<file path="src/rtl/therm_pkg.sv">
// therm_pkg: shared widths, alarm defaults and FSM state encoding for the thermistor sampler
package therm_pkg;
  localparam int TEMP_W = 32;
  localparam int ADC_W = 4;
  localparam logic [TEMP_W-1:0] ALARM_SET_DEF = 60;
  localparam logic [TEMP_W-1:0] ALARM_CLR_DEF = 55;
  typedef enum logic [2:0] {S_IDLE, S_REQ, S_SETTLE, S_ACCUM, S_DONE} state_t;
endpackage

</file>
<file path="src/rtl/therm_sample_ctrl_if.sv">
// therm_sample_ctrl_if: ADC req/ack handshake plus the converter code/result link
interface therm_sample_ctrl_if;
  import therm_pkg::*;
  logic adc_req, adc_ack;
  logic [ADC_W-1:0] adc_data, v_therm;
  logic [TEMP_W-1:0] temp_therm;
  modport master (output adc_req, v_therm, input adc_ack, adc_data, temp_therm);
  modport slave (input adc_req, v_therm, output adc_ack, adc_data, temp_therm);
endinterface

</file>
<file path="src/rtl/therm_period_timer.sv">
// therm_period_timer: free-running 0..PERIOD-1 counter, held at 0 while disabled, tick at the top
module therm_period_timer #(
  parameter int PERIOD = 1000
) (
  input  logic clk,
  input  logic rst,
  input  logic enable,
  output logic tick
);
  localparam int W = $clog2(PERIOD);
  logic [W-1:0] cnt;
  assign tick = enable && cnt == W'(PERIOD - 1);
  always_ff @(posedge clk)
    if (rst || !enable) cnt <= '0;
    else cnt <= tick ? '0 : cnt + 1'b1;
endmodule

</file>
<file path="src/rtl/therm_sample_ctrl.sv">
// therm_sample_ctrl: periodic burst sampler that averages converter results and raises a hysteresis alarm
module therm_sample_ctrl import therm_pkg::*; #(
  parameter int PERIOD = 1000,
  parameter int SETTLE = 4,
  parameter int AVG_LOG2 = 2,
  parameter int ACK_TIMEOUT = 16,
  parameter logic [TEMP_W-1:0] ALARM_SET = ALARM_SET_DEF,
  parameter logic [TEMP_W-1:0] ALARM_CLR = ALARM_CLR_DEF
) (
  input  logic clk,
  input  logic rst,
  input  logic enable,
  input  logic err_clr,
  therm_sample_ctrl_if.master adc,
  output logic [TEMP_W-1:0] temp_avg,
  output logic temp_valid,
  output logic alarm,
  output logic busy,
  output logic timeout_err,
  output logic overrun_err
);
  localparam int AW = TEMP_W + AVG_LOG2;
  localparam int SW = AVG_LOG2 > 0 ? AVG_LOG2 : 1;
  localparam int TW = $clog2(ACK_TIMEOUT + 1);
  localparam int CW = $clog2(SETTLE + 1);
  state_t state;
  logic tick, time_out, settled, last;
  logic [AW-1:0] acc, sum;
  logic [SW-1:0] sample_cnt;
  logic [TW-1:0] wait_cnt;
  logic [CW-1:0] settle_cnt;
  therm_period_timer #(.PERIOD(PERIOD)) u_timer (.clk(clk), .rst(rst), .enable(enable), .tick(tick));
  assign time_out = state == S_REQ && !adc.adc_ack && wait_cnt == TW'(ACK_TIMEOUT - 1);
  assign settled = settle_cnt == CW'(SETTLE - 1);
  assign last = sample_cnt == SW'((1 << AVG_LOG2) - 1);
  assign sum = acc + AW'(adc.temp_therm);
  assign adc.adc_req = state == S_REQ;
  assign busy = state != S_IDLE;
  // Per-state dwell counters restart whenever their state is left, so every entry starts from zero
  always_ff @(posedge clk) begin
    if (rst) begin
      state <= S_IDLE;
      acc <= '0;
      sample_cnt <= '0;
      wait_cnt <= '0;
      settle_cnt <= '0;
      adc.v_therm <= '0;
      temp_avg <= '0;
      temp_valid <= 1'b0;
      alarm <= 1'b0;
      timeout_err <= 1'b0;
      overrun_err <= 1'b0;
    end else begin
      temp_valid <= state == S_ACCUM && last;
      wait_cnt <= state == S_REQ ? wait_cnt + 1'b1 : '0;
      settle_cnt <= state == S_SETTLE ? settle_cnt + 1'b1 : '0;
      timeout_err <= time_out || (timeout_err && !err_clr);
      overrun_err <= (tick && busy) || (overrun_err && !err_clr);
      case (state)
        S_IDLE: if (tick) begin
          state <= S_REQ;
          acc <= '0;
          sample_cnt <= '0;
        end
        S_REQ: if (adc.adc_ack) begin
          adc.v_therm <= adc.adc_data;
          state <= S_SETTLE;
        end else if (time_out) state <= S_IDLE;
        S_SETTLE: if (settled) state <= S_ACCUM;
        S_ACCUM: begin
          acc <= sum;
          if (last) begin
            temp_avg <= sum[AW-1:AVG_LOG2];
            state <= S_DONE;
          end else begin
            sample_cnt <= sample_cnt + 1'b1;
            state <= S_REQ;
          end
        end
        S_DONE: begin
          alarm <= temp_avg >= ALARM_SET ? 1'b1 : temp_avg < ALARM_CLR ? 1'b0 : alarm;
          state <= S_IDLE;
        end
        default: state <= S_IDLE;
      endcase
    end
  end
endmodule

</file>
<file path="src/flat_wrapper.sv">
// flat-port wrapper written by rule: the top's interface ports become plain ports
module therm_sample_ctrl_flat import therm_pkg::*;
#(
  parameter int PERIOD = 1000,
  parameter int SETTLE = 4,
  parameter int AVG_LOG2 = 2,
  parameter int ACK_TIMEOUT = 16,
  parameter logic [TEMP_W-1:0] ALARM_SET = ALARM_SET_DEF,
  parameter logic [TEMP_W-1:0] ALARM_CLR = ALARM_CLR_DEF
)
  (clk, rst, enable, err_clr, temp_avg, temp_valid, alarm, busy, timeout_err, overrun_err, adc_adc_req, adc_v_therm, adc_adc_ack, adc_adc_data, adc_temp_therm);
  therm_sample_ctrl_if adc_i ();
  input  logic clk;
  input  logic rst;
  input  logic enable;
  input  logic err_clr;
  output logic [TEMP_W-1:0] temp_avg;
  output logic temp_valid;
  output logic alarm;
  output logic busy;
  output logic timeout_err;
  output logic overrun_err;
  output wire logic [$bits(adc_i.adc_req)-1:0] adc_adc_req;
  output wire logic [$bits(adc_i.v_therm)-1:0] adc_v_therm;
  input wire logic [$bits(adc_i.adc_ack)-1:0] adc_adc_ack;
  input wire logic [$bits(adc_i.adc_data)-1:0] adc_adc_data;
  input wire logic [$bits(adc_i.temp_therm)-1:0] adc_temp_therm;
  assign adc_adc_req = adc_i.adc_req;
  assign adc_v_therm = adc_i.v_therm;
  assign adc_i.adc_ack = adc_adc_ack;
  assign adc_i.adc_data = adc_adc_data;
  assign adc_i.temp_therm = adc_temp_therm;
  therm_sample_ctrl #(.PERIOD(PERIOD), .SETTLE(SETTLE), .AVG_LOG2(AVG_LOG2), .ACK_TIMEOUT(ACK_TIMEOUT), .ALARM_SET(ALARM_SET), .ALARM_CLR(ALARM_CLR)) u_core (.clk(clk), .rst(rst), .enable(enable), .err_clr(err_clr), .adc(adc_i), .temp_avg(temp_avg), .temp_valid(temp_valid), .alarm(alarm), .busy(busy), .timeout_err(timeout_err), .overrun_err(overrun_err));
endmodule
</file>
<file path="config.mk">
export PLATFORM = sky130hd
export DESIGN_NAME = therm_sample_ctrl_flat
export DESIGN_NICKNAME = d
export VERILOG_FILES = /design/src/rtl/therm_pkg.sv /design/src/rtl/therm_sample_ctrl_if.sv /design/src/rtl/therm_period_timer.sv /design/src/rtl/therm_sample_ctrl.sv /design/src/flat_wrapper.sv
export SDC_FILE = /design/constraint.sdc
export NUM_CORES = 1
export LEC_CHECK = 0
export CORE_UTILIZATION = 40
export DETAILED_ROUTE_END_ITERATION = 10
export GPL_ROUTABILITY_DRIVEN = 0
export GPL_TIMING_DRIVEN = 0
export PLACE_DENSITY = 0.6
export SLEW_MARGIN = 20
export SYNTH_ARGS = -nofsm -noshare
export SYNTH_HDL_FRONTEND = slang
export SYNTH_HIERARCHICAL = 1
export SYNTH_SLANG_ARGS = --single-unit
</file>
<file path="constraint.sdc">
create_clock -name clk -period 3.35 [get_ports clk]
set_input_delay 0.335 -clock clk [delete_from_list [all_inputs] [get_ports clk]]
set_output_delay 0.335 -clock clk [all_outputs]
set_load 0.005 [all_outputs]
</file>
After elaboration in Yosys (flattened, before gate mapping)
Cells that the tools add are included.

Bitwise operators: 2. Magnitude comparators: 2. Multiply operators: 0. Shift-type cells: 0. Reductions and logical operators: 26. Add/sub/neg operators: 5. Divide/modulo/power cells: 0. Eq/ne operators: 12. Mux-type cells: 13.

Operators by type and width (number): $pmux 34 s2 (1); $add 34x32->34 (1); $mux 34 (1); $ge 32x6->1 const B (1); $lt 32x6->1 const B (1); $mux 3 (5); $pmux 3 s4 (1); $add 10x1->10 const B (1); $eq 10x10->1 const B (1); $eq 3x2->1 const B (3); $reduce_and 2->1 (4); $logic_and 1x1->1 (7); $reduce_and 3->1 (2); $reduce_or 2->1 (3); $add 5x1->5 const B (1); $eq 5x4->1 const B (1); $mux 2 (2); $ne 2x1->1 const B (2); $pmux 2 s2 (1); $reduce_bool 2->1 (2); $add 3x1->3 const B (1); $eq 3x1->1 const B (1); $eq 3x3->1 const B (1); $logic_not 1->1 (3); 9 further kinds (13).

Output and inout port bits: 42. Memories: 0. Input bits: 41. Register bits: 97. Latch bits: 0. ROM bits: 0. RAM bits: 0. Logic and storage cells: 72.

Depth between registers and ports, before layout
Gate-level depths: netlist (run 1).

Word-level depth: 6. Depth in mapped cells: 10. Depth with buffers taken out: 10.

By module
The synthesis (run 1) kept the hierarchy.

By module, submodules not included: therm_sample_ctrl (instances 1, seq. area each 1741.7 um^2, area an instance 5176.2 um^2, cells an instance 630); therm_period_timer (instances 1, seq. area each 200.2 um^2, area an instance 476.7 um^2, cells an instance 51).

Worst setup path after synthesis (run 1)
No wires, ideal clock.

Kind: input -> register. Start point: input adc_temp_therm[0]. End point: register u_core.acc[22]. Setup time: 0.126 ns. Stages on the path: 10. Path slack: 0.886 ns. Arrival time: 2.339 ns. Cell sequence: ha_1 > fa_1 > a21o_1 > a31o_2 > a21boi_4 > o211ai_2 > a31oi_2 > o21a_2 > xor2_1 > o21ai_1.

Longest elaborated chain between the ends: 2.

Ends and longest elaborated chain: start, declared (line flat_wrapper.sv:27) `input wire logic [$bits(adc_i.temp_therm)-1:0] adc_temp_therm;`; $add 34x32->34 (line therm_sample_ctrl.sv:36) `assign sum = acc + AW'(adc.temp_therm);`; $pmux 34 s2 (line therm_sample_ctrl.sv:59) `case (state)`; end signal, assigned (line therm_sample_ctrl.sv:71) `acc <= sum;`; end, declared (line therm_sample_ctrl.sv:28) `logic [AW-1:0] acc, sum;`.

Every way passes these cells. A chain may end at the register's enable or synchronous reset.

Worst setup path in the final report (run 1)
Ends and elaborated chain as after synthesis.

==> flow_metrics.tcl, run 1 <==
set metrics [dict create \
    outcome "completed" \
    drt-wirelength-per-cell_microns 16.99 \
    headroom_to_the_max_slew_limit_pct 32.25 \
    layout.core_utilization_pct 50.79 \
    antenna_cells 0 \
    synthesis.nets 761 \
    largest_net_degree_at_the_start_of_global_routing 17 \
    rsz0062_at_grt "false" \
    number_of_synthesized_flops_with_an_enable_pin 0 \
    cp.buffers_inverters 1 \
    yosys_warnings 6 \
    powerDensity_nw_per_um2 351.7 \
    crit_path_max_fanout 5 \
    critical_setup_path_class "in -> reg" \
    cap_violations 0 \
    total_power_w 0.002470 \
    maximum_clock_frequency_mhz 352.1 \
    timing.hold.worst.class "reg -> reg" \
    postCtsSetupRepairBufs 0 \
    synthArstFlopShare_pct 0 \
    dp_hpwl_microns 12500 \
    clock_tree_from_tritoncts "yes" \
    cp_data_arrival_time_ps 3060 \
    multi_input_area_sq_um 3505 \
    die_w_microns 120.9 \
    area_growth_syn_to_layout_pct 24.24 \
    final_min_period_over_clock_period_pct 84.77 \
    worst_setup_hold_path_clk_slew_ps 70 \
    critPathSlowestCell "clkdlybuf4s50_1" \
    floorplan.die_area_sq_um 14610 \
    n_fill_cell 1331 \
    ports_placed_on_the_boundary 83 \
    dr_total_vias 5432 \
    whs_ps 431.4 \
    grt-ovfl-total 0 \
    p_leak_nw 2.757 \
    initialDrtViolationCount 375 \
    reg2reg_slack_ps 600 \
    cts.repair.resized 0 \
    postRouteAntennaNets 0 \
    timing.critical_path.cells "clkdlybuf4s50_1 -> ha_1 -> fa_1 -> a21o_1 -> a31o_2 -> a21boi_4 -> o211ai_2 -> a31oi_2 -> o21a_2 -> xor2_1 -> o21ai_1" \
    worstSkewPairLatency_ps 350 \
    crit_required_ps 3570 \
    least_margin_pin_slew_ps 1008 \
    detailedRoute.firstPassIterationCount 6 \
    ctsLongestPathBuffers 2 \
    die_h_microns 120.9 \
    timing.critical_path.slowest_cell_delay_ps 410 \
    buffer_ports.inserted 82 \
    floorplan.initialDensity_pct 40.88 \
    final_cell_mix "97 x dfxtp_1, 82 x clkdlybuf4s50_1, 82 x nand2_1, 71 x nor2_1, 60 x a21oi_1" \
    clock-sinks 97 \
    seqCellArea_sq_um 1942 \
    grt_antenna_before_repair 0 \
    timing.final.ws_setup_ps 510.1 \
    number_of_nets_in_the_layout 854 \
    final-max-slew-violation-count 0 \
    tritoncts.num_buffers 9 \
    grt_pass1_vias 5131 \
    timing_hold_violations_final 0 \
    worstSetupEndpointType "flop" \
    drt_drc_violations_left 0 \
    setup_viol 0 \
    grt_pass1_wl_microns 25880 \
    path_delay_family "compound AO/OA/AOI/OAI gates" \
    ys_types 75 \
    post_synth.cell_area_avg_sq_um 8.301 \
    route.final.wire_length_microns 16300 \
    row_count 43 \
    finClkSkew_ps 4.907 \
    core_sq_um 13830 \
    synth_sequential_area_ratio_pct 34.35 \
    h_tree_depth 3 \
    worstSetupStartpointType "input pin" \
    final_layout_size_suffix_gt1_share_pct 7.959 \
    finalCriticalPeriod_ps 2840 \
    preCtsSetupSlack_ps 162.1 \
    post_synth_inst_count 681 \
    dominantRegCellSynth "dfxtp_1" \
    synth-seq-cells 97 \
    vias_per_cell 5.664 \
    final_common_cell "dfxtp_1" \
    root_buffer "clkbuf_16" \
    synth_cell_area_sq_um 5653 \
    ir_worst_vdd_mv 0.3178 \
    grt_use_total_pct 22.80 \
    totalNegativeSetupSlack_ps 0 \
    hold_buffer_count_at_cts 0 \
]
## final cells by class
cell class                 instances  area share, %
buffer                            37          2.209
clock buffer                      10          3.260
clock inverter                     6          1.283
inverter                          15         0.8017
multi-input combinational        532          49.90
sequential                        97          27.65
tap                              180          3.207
timing repair buffer              82          11.69
## stage by stage
stage	cell area, sq um	cells
final	7023	959
after CTS	7023	959
after global routing	7023	959
after detailed placement	6704	943
after global placement	6699	943
after floorplan	5653	681
## sequential cells by signal, summed over array words and instances, names as in the netlist
name                cells
u_core/acc             34
u_core/temp_avg        32
u_core/temp_valid       1
u_core/overrun_err      1
u_core/adc.v_therm      4
u_core/alarm            1
u_core/sample_cnt       2
u_core/wait_cnt         5
u_core/settle_cnt       3
u_core/state            3
u_core/timeout_err      1
u_core/u_timer/cnt     10
## where the power goes
group	internal [W]	total, W	switching [W]
sequential	0.00115	0.00115	0.000000759
clock	0.000659	0.00113	0.000468
combinational	0.0000820	0.000189	0.000107
## cell families after synthesis
family	synth area share (%)
xor gates and xnor gates	5.578
AOI/OAI and AO/OA	25.08
DFF	34.35
adders and majority gates	8.765
and+or+nand+nor	21.60
buffers and inverters	3.740
muxes	0.8854
## Yosys cell counts (2+ instances only)
| cell type | count | area, sq um |
|---|---|---|
| a22oi_1 | 15 | 112.6 |
| nand3_1 | 20 | 100.1 |
| xnor2_1 | 21 | 183.9 |
| dfxtp_1 | 97 | 1942 |
| a21oi_1 | 60 | 300.3 |
| o21a_1 | 7 | 52.55 |
| nand2_1 | 82 | 307.8 |
| a21boi_1 | 2 | 15.01 |
| o21ai_2 | 3 | 26.28 |
| o21ai_0 | 21 | 105.1 |
| nand3b_1 | 2 | 15.01 |
| o211ai_1 | 3 | 22.52 |
| and4_1 | 3 | 26.28 |
| o211ai_2 | 2 | 25.02 |
| inv_1 | 15 | 56.30 |
| a211oi_1 | 6 | 45.04 |
| a31o_1 | 2 | 17.52 |
| nand4b_1 | 2 | 17.52 |
| o21ai_1 | 7 | 35.03 |
| xor2_1 | 15 | 131.4 |
| a211oi_2 | 4 | 50.05 |
| and2_1 | 4 | 25.02 |
| and3_1 | 3 | 18.77 |
| a22o_1 | 8 | 70.07 |
| clkbuf_1 | 23 | 86.33 |
| or3_1 | 8 | 50.05 |
| buf_2 | 13 | 65.06 |
| nand4_1 | 17 | 106.4 |
| a21oi_2 | 5 | 43.79 |
| mux2i_1 | 5 | 50.05 |
| or4_1 | 4 | 30.03 |
| nor2_1 | 71 | 266.5 |
| a31oi_1 | 7 | 43.79 |
| nor4_1 | 8 | 50.05 |
| o21bai_2 | 2 | 22.52 |
| nand2b_1 | 3 | 18.77 |
| nor3_1 | 8 | 40.04 |
| a21o_1 | 24 | 180.2 |
| o21bai_1 | 6 | 45.04 |
| ha_1 | 38 | 475.5 |
## worst register-to-register path: cells and delay by family, from the launching register on
family / cells / cell delay (ps)
AO/OA/AOI/OAI: 7 / 1520
XOR/XNOR: 1 / 160
adder cells (fa/ha/maj): 2 / 620
flip-flops: 1 / 310
## worst paths after layout
check,startpoint,end,cells past startpoint
max,adc_temp_therm[0],u_core/acc[22],11
min,u_core/settle_cnt[0],u_core/settle_cnt[0],1
max reg2reg,u_core/acc[0],u_core/acc[22],10
min reg2reg,u_core/settle_cnt[0],u_core/settle_cnt[0],1
## routing by layer
layer / global-route usage, % / share of wire [%] / up-vias
met5: 0 / 0 / -
met2: 37.57 / 47 / 172
met4: 7.948 / 2.9 / 0
li1: - / - / 2644
met1: 28.99 / 44 / 2576
met3: 5.357 / 6.2 / 40
(Power assumes the default switching activity.)
==> inputs of run 2 (changes only) <==
- clock period: 3.35 -> 2.7 ns (I/O delays scaled with it)
==> run 2 against run 1 <==
Total power rose by 24%. Register-to-register slack got worse by 500 ps. Sequential share of layout area fell by 0.24 points. Routed wire length rose by 1.0%. Cell area rose by 0.89%. First-iteration DRC count fell by 9.3%. Worst hold slack barely moved. Highest routed layer unchanged. Count of clock-buffer cells in the layout did not move. Sequential cell count did not move.
==> flow_metrics.tcl, run 2 (same netlist as run 1, synthesis figures left out) <==
set metrics [dict create \
    outcome "completed" \
    total_power_w 0.003068 \
    cap_violations 0 \
    dpl.cell_count 943 \
    drt_drc_violations_left 0 \
    worstSetupEndpointType "flop" \
    ir_worst_vdd_mv 0.3985 \
    totalNegativeSetupSlack_ps 0 \
    crit_required_ps 2940 \
    grt_pass1_wl_microns 25890 \
    critical_setup_path_class "in -> reg" \
    worstSkewPairLatency_ps 350 \
    timing.critical_path.cells "clkdlybuf4s50_1 -> ha_2 -> fa_2 -> a21o_1 -> a31o_2 -> a21boi_4 -> o211ai_2 -> a31oi_2 -> o21a_2 -> buf_4 -> or4_1 -> nand3_1" \
    buffer_ports.inserted 82 \
    cp_data_arrival_time_ps 2870 \
    final_layout_size_suffix_gt1_share_pct 9.323 \
    dr_total_vias 5456 \
    number_of_nets_in_the_layout 858 \
    row_count 43 \
    grt_antenna_before_repair 0 \
    grt-ovfl-total 0 \
    detailedRoute.firstPassIterationCount 6 \
    finalCriticalPeriod_ps 2625 \
    cp.buffers_inverters 2 \
    whs_ps 431.4 \
    biggestRegsByFlops "u_core/acc x34, u_core/temp_avg x32, u_core/u_timer/cnt x10" \
    hold_buffer_count_at_cts 0 \
    final-max-slew-violation-count 0 \
    die_w_microns 120.9 \
    vias_per_cell 5.666 \
    ports_placed_on_the_boundary 83 \
    worst_setup_hold_path_clk_slew_ps 70 \
    setup_viol 0 \
    clock-sinks 97 \
    final_common_cell "dfxtp_1" \
    postRouteAntennaNets 0 \
    ctsLongestPathBuffers 2 \
    area_growth_syn_to_layout_pct 25.34 \
    drt-wirelength-per-cell_microns 17.09 \
    least_margin_pin_slew_ps 791.7 \
    route.final.wire_length_microns 16460 \
    antenna_cells 0 \
    max_ffs_per_register 34 \
    floorplan.initialDensity_pct 40.88 \
    crit_path_max_fanout 4 \
    dp_hpwl_microns 12500 \
    p_leak_nw 2.777 \
    h_tree_depth 3 \
    powerDensity_nw_per_um2 432.9 \
    grt_use_total_pct 22.81 \
    timing_hold_violations_final 0 \
    fin_cells 963 \
    timing.hold.worst.class "reg -> reg" \
    final_cell_mix "97 x dfxtp_1, 82 x clkdlybuf4s50_1, 82 x nand2_1, 71 x nor2_1, 59 x a21oi_1" \
    final_min_period_over_clock_period_pct 97.21 \
    headroom_to_the_max_slew_limit_pct 46.93 \
    maximum_clock_frequency_mhz 381.0 \
    die_h_microns 120.9 \
    floorplan.die_area_sq_um 14610 \
    initialDrtViolationCount 340 \
    core_sq_um 13830 \
    worstSetupStartpointType "input pin" \
    path_delay_family "compound AO/OA/AOI/OAI gates" \
    clock_tree_from_tritoncts "yes" \
    root_buffer "clkbuf_16" \
    timing.critical_path.slowest_cell_delay_ps 410 \
    largest_register "u_core/acc" \
    tritoncts.num_buffers 9 \
    grt_pass1_vias 5133 \
    finClkSkew_ps 5.199 \
    largest_net_degree_at_the_start_of_global_routing 17 \
    critPathSlowestCell "clkdlybuf4s50_1" \
]
run 2: per-stage QoR:
stage                     worst slack [ps]  cell area [sq um]  utilization [%]
final                                75.28               7086            51.24
after global routing                -3.597               7086            51.24
after CTS                            16.77               7030            50.85
after detailed placement            -422.9               6704            48.48
after global placement              -436.0               6699            48.45
after floorplan                      288.5               5653                -
run 2: timing repair:
action / CTS / global route
buffers inserted: 1 / 3
setup endpoints to repair: 1 / 16
pin swaps: 2 / 3
resized for setup: 0 / 7
run 2: worst paths after layout:
path	start	to	slack, ps	depth (start not counted)
setup / recovery	adc_temp_therm[0]	u_core/temp_avg[20]	80	12
setup reg to reg	u_core/acc[0]	u_core/temp_avg[20]	100	11
hold reg to reg	u_core/settle_cnt[0]	u_core/settle_cnt[0]	430	1
hold / removal	u_core/settle_cnt[0]	u_core/settle_cnt[0]	430	1
run 2: power by group:
group	internal (W)	switching, W	total [W]	leakage (nW)
Combinational	0.000102	0.000134	0.000237	1.84
Sequential	0.00143	0.000000945	0.00143	0.781
Clock	0.000818	0.000581	0.00140	0.153
Total	0.00235	0.000716	0.00307	2.78
run 2: routing by layer:
metal / track usage, % / wire, microns / share of wire (%)
met1: 29.02 / 7203 / 44
met2: 37.57 / 7703 / 47
met3: 5.357 / 1045 / 6.3
met4: 7.948 / 508 / 3.1
met5: 0 / 0 / 0
run 2: final cells by class:
cell class / count / area (sq um)
Sequential cell: 97 / 1942
Fill cell: 1331 / 6741
Clock buffer: 10 / 229.0
Timing Repair Buffer: 86 / 850.8
Multi-Input combinational cell: 532 / 3537
Clock inverter: 6 / 90.09
Buffer: 37 / 155.1
Inverter: 15 / 56.30
Tap cell: 180 / 225.2
==> inputs of run 3 (changes only) <==
- MAX_ROUTING_LAYER: unset -> met4
==> run 3 against run 2 <==
Via count shrank 0.29%. Critical path type unchanged. Highest routed layer unchanged. Global-route usage grew 0.66 points. Die area is the same. Sequential power is essentially flat. Sequential share of layout area is essentially flat. Cell area is essentially flat. Clock skew is essentially flat. Routed wire length shrank 0.41%.
==> flow_metrics.tcl, run 3 (same netlist as run 1, synthesis figures left out) <==
set metrics [dict create \
    outcome "completed" \
    setup_viol 0 \
    vias_per_cell 5.649 \
    cap_violations 0 \
    p_leak_nw 2.777 \
    maximum_clock_frequency_mhz 381.9 \
    biggestRegsByFlops "u_core/acc x34, u_core/temp_avg x32, u_core/u_timer/cnt x10" \
    fin_cells 963 \
    max_ffs_per_register 34 \
    grt_pass1_wl_microns 25900 \
    grt_pass1_vias 5136 \
    tritoncts.num_buffers 9 \
    cp_data_arrival_time_ps 2860 \
    buffer_ports.inserted 82 \
    row_count 43 \
    reg2reg_slack_ps 110 \
    hold_buffer_count_at_cts 0 \
    finClkSkew_ps 5.051 \
    final_min_period_over_clock_period_pct 96.99 \
    route.final.wire_length_microns 16390 \
    crit_path_max_fanout 4 \
    grt-ovfl-total 0 \
    root_buffer "clkbuf_16" \
    ir_worst_vdd_mv 0.3989 \
    worstSetupStartpointType "input pin" \
    powerDensity_nw_per_um2 432.4 \
    final_layout_size_suffix_gt1_share_pct 9.451 \
    final_cell_mix "97 x dfxtp_1, 82 x clkdlybuf4s50_1, 82 x nand2_1, 71 x nor2_1, 59 x a21oi_1" \
    drt-wirelength-per-cell_microns 17.02 \
    core_sq_um 13830 \
    hold_depth 1 \
    worstSkewPairLatency_ps 350 \
    r2r-start "u_core/acc[0]" \
    timing.critical_path.slowest_cell_delay_ps 410 \
    timing.final.ws_setup_ps 81.39 \
    critical_setup_path_class "in -> reg" \
    area_growth_syn_to_layout_pct 25.37 \
    rr_endpoint "u_core/temp_avg[20]" \
    die_h_microns 120.9 \
    worstSetupEndpointType "flop" \
    clock-sinks 97 \
    fin_area_sq_um 7087 \
    ports_placed_on_the_boundary 83 \
    finalCriticalPeriod_ps 2619 \
    h_tree_depth 3 \
    r2r_cells 11 \
    dpl.cell_count 943 \
    worst_hold_startpoint "u_core/settle_cnt[0]" \
    headroom_to_the_max_slew_limit_pct 50.21 \
    postRouteAntennaNets 0 \
    largest_net_degree_at_the_start_of_global_routing 17 \
    initialDrtViolationCount 368 \
    dr_total_vias 5440 \
    critPathSlowestCell "clkdlybuf4s50_1" \
    floorplan.initialDensity_pct 40.88 \
    worst_setup_hold_path_clk_slew_ps 70 \
    final-max-slew-violation-count 0 \
    place_area_sq_um 6704 \
    ctsLongestPathBuffers 2 \
    final_common_cell "dfxtp_1" \
    path_delay_family "compound AO/OA/AOI/OAI gates" \
    number_of_nets_in_the_layout 858 \
    detailedRoute.firstPassIterationCount 5 \
    cp.buffers_inverters 2 \
    timing_hold_violations_final 0 \
    drt_drc_violations_left 0 \
    antenna_cells 0 \
    dp_hpwl_microns 12500 \
    least_margin_pin_slew_ps 742.8 \
    grt_use_total_pct 23.47 \
    timing.hold.worst.class "reg -> reg" \
    critical_path.startpoint "adc_temp_therm[0]" \
    clock_tree_from_tritoncts "yes" \
    timing.critical_path.cells "clkdlybuf4s50_1 -> ha_2 -> fa_2 -> a21o_1 -> a31o_2 -> a21boi_4 -> o211ai_2 -> a31oi_2 -> o21a_2 -> buf_4 -> or4_1 -> nand3_1" \
    die_w_microns 120.9 \
    floorplan.die_area_sq_um 14610 \
    min_delay_worst_endpoint "u_core/settle_cnt[0]" \
    grt_antenna_before_repair 0 \
    preCtsSetupSlack_ps -422.9 \
    largest_register "u_core/acc" \
    crit_required_ps 2940 \
]
[run 3: cell counts in the layout (fill, tap and decap cells not counted)]
No cell type changed its count.
[run 3: where the power goes]
group | total (W) | internal (W) | switching (W) | leakage (nW)
Sequential | 0.00143 | 0.00143 | 0.000000948 | 0.781
Combinational | 0.000236 | 0.000102 | 0.000134 | 1.84
Clock | 0.00140 | 0.000817 | 0.000579 | 0.153
[run 3: metrics by stage]
stage	setup TNS [ps]	total power [W]	hold WS, ps	utilization [%]
finish	0	0.003064	431.3	51.25
global route	-3.625	0.003185	464.0	51.25
CTS	0	0.003099	435.4	50.85
detailed placement	-6882	0.001697	425.4	48.48
global placement	-6160	0.001694	409.3	48.45
floorplan	0	0.001591	399.1	-
[run 3: worst reg2reg max path, cell delays in order, from the launching register on]
cell and delay (ps):
dfxtp_1 320, ha_2 190, fa_2 350, a21o_1 220, a31o_2 280, a21boi_4 210, o211ai_2 150, a31oi_2 250
o21a_2 230, buf_4 130, or4_1 100, nand3_1 60
[run 3: worst max-delay path by stage]
stage,endpoint,cells past startpoint
floorplan,u_core/acc[22],10
global placement,u_core/acc[22],11
detailed placement,u_core/acc[22],11
CTS,u_core/temp_avg[22],11
global route,u_core/acc[22],11
finish,u_core/temp_avg[20],12
[run 3: metal layers]
| layer | wire (microns) | vias up | global-route usage, % |
|---|---|---|---|
| met5 | 0 | - | - |
| met4 | 433 | 0 | 7.948 |
| met3 | 1071 | 37 | 5.169 |
| met2 | 7736 | 192 | 37.54 |
| met1 | 7152 | 2562 | 29.23 |
| li1 | - | 2649 | - |
[run 3: final cells by class]
cell class                 instances  area, sq um
buffer                            37        155.1
tap                              180        225.2
clock inverter                     6        90.09
fill                            1330         6740
inverter                          15        56.30
sequential                        97         1942
clock buffer                      10        229.0
timing repair buffer              86        850.8
multi-input combinational        532         3538
[run 3: timing repair]
action	CTS	global route
endpoints found under the hold margin	0	0
endpoints found under the setup margin	1	16
gates resized for setup	0	8
buffers inserted	1	3
pin swaps	2	3
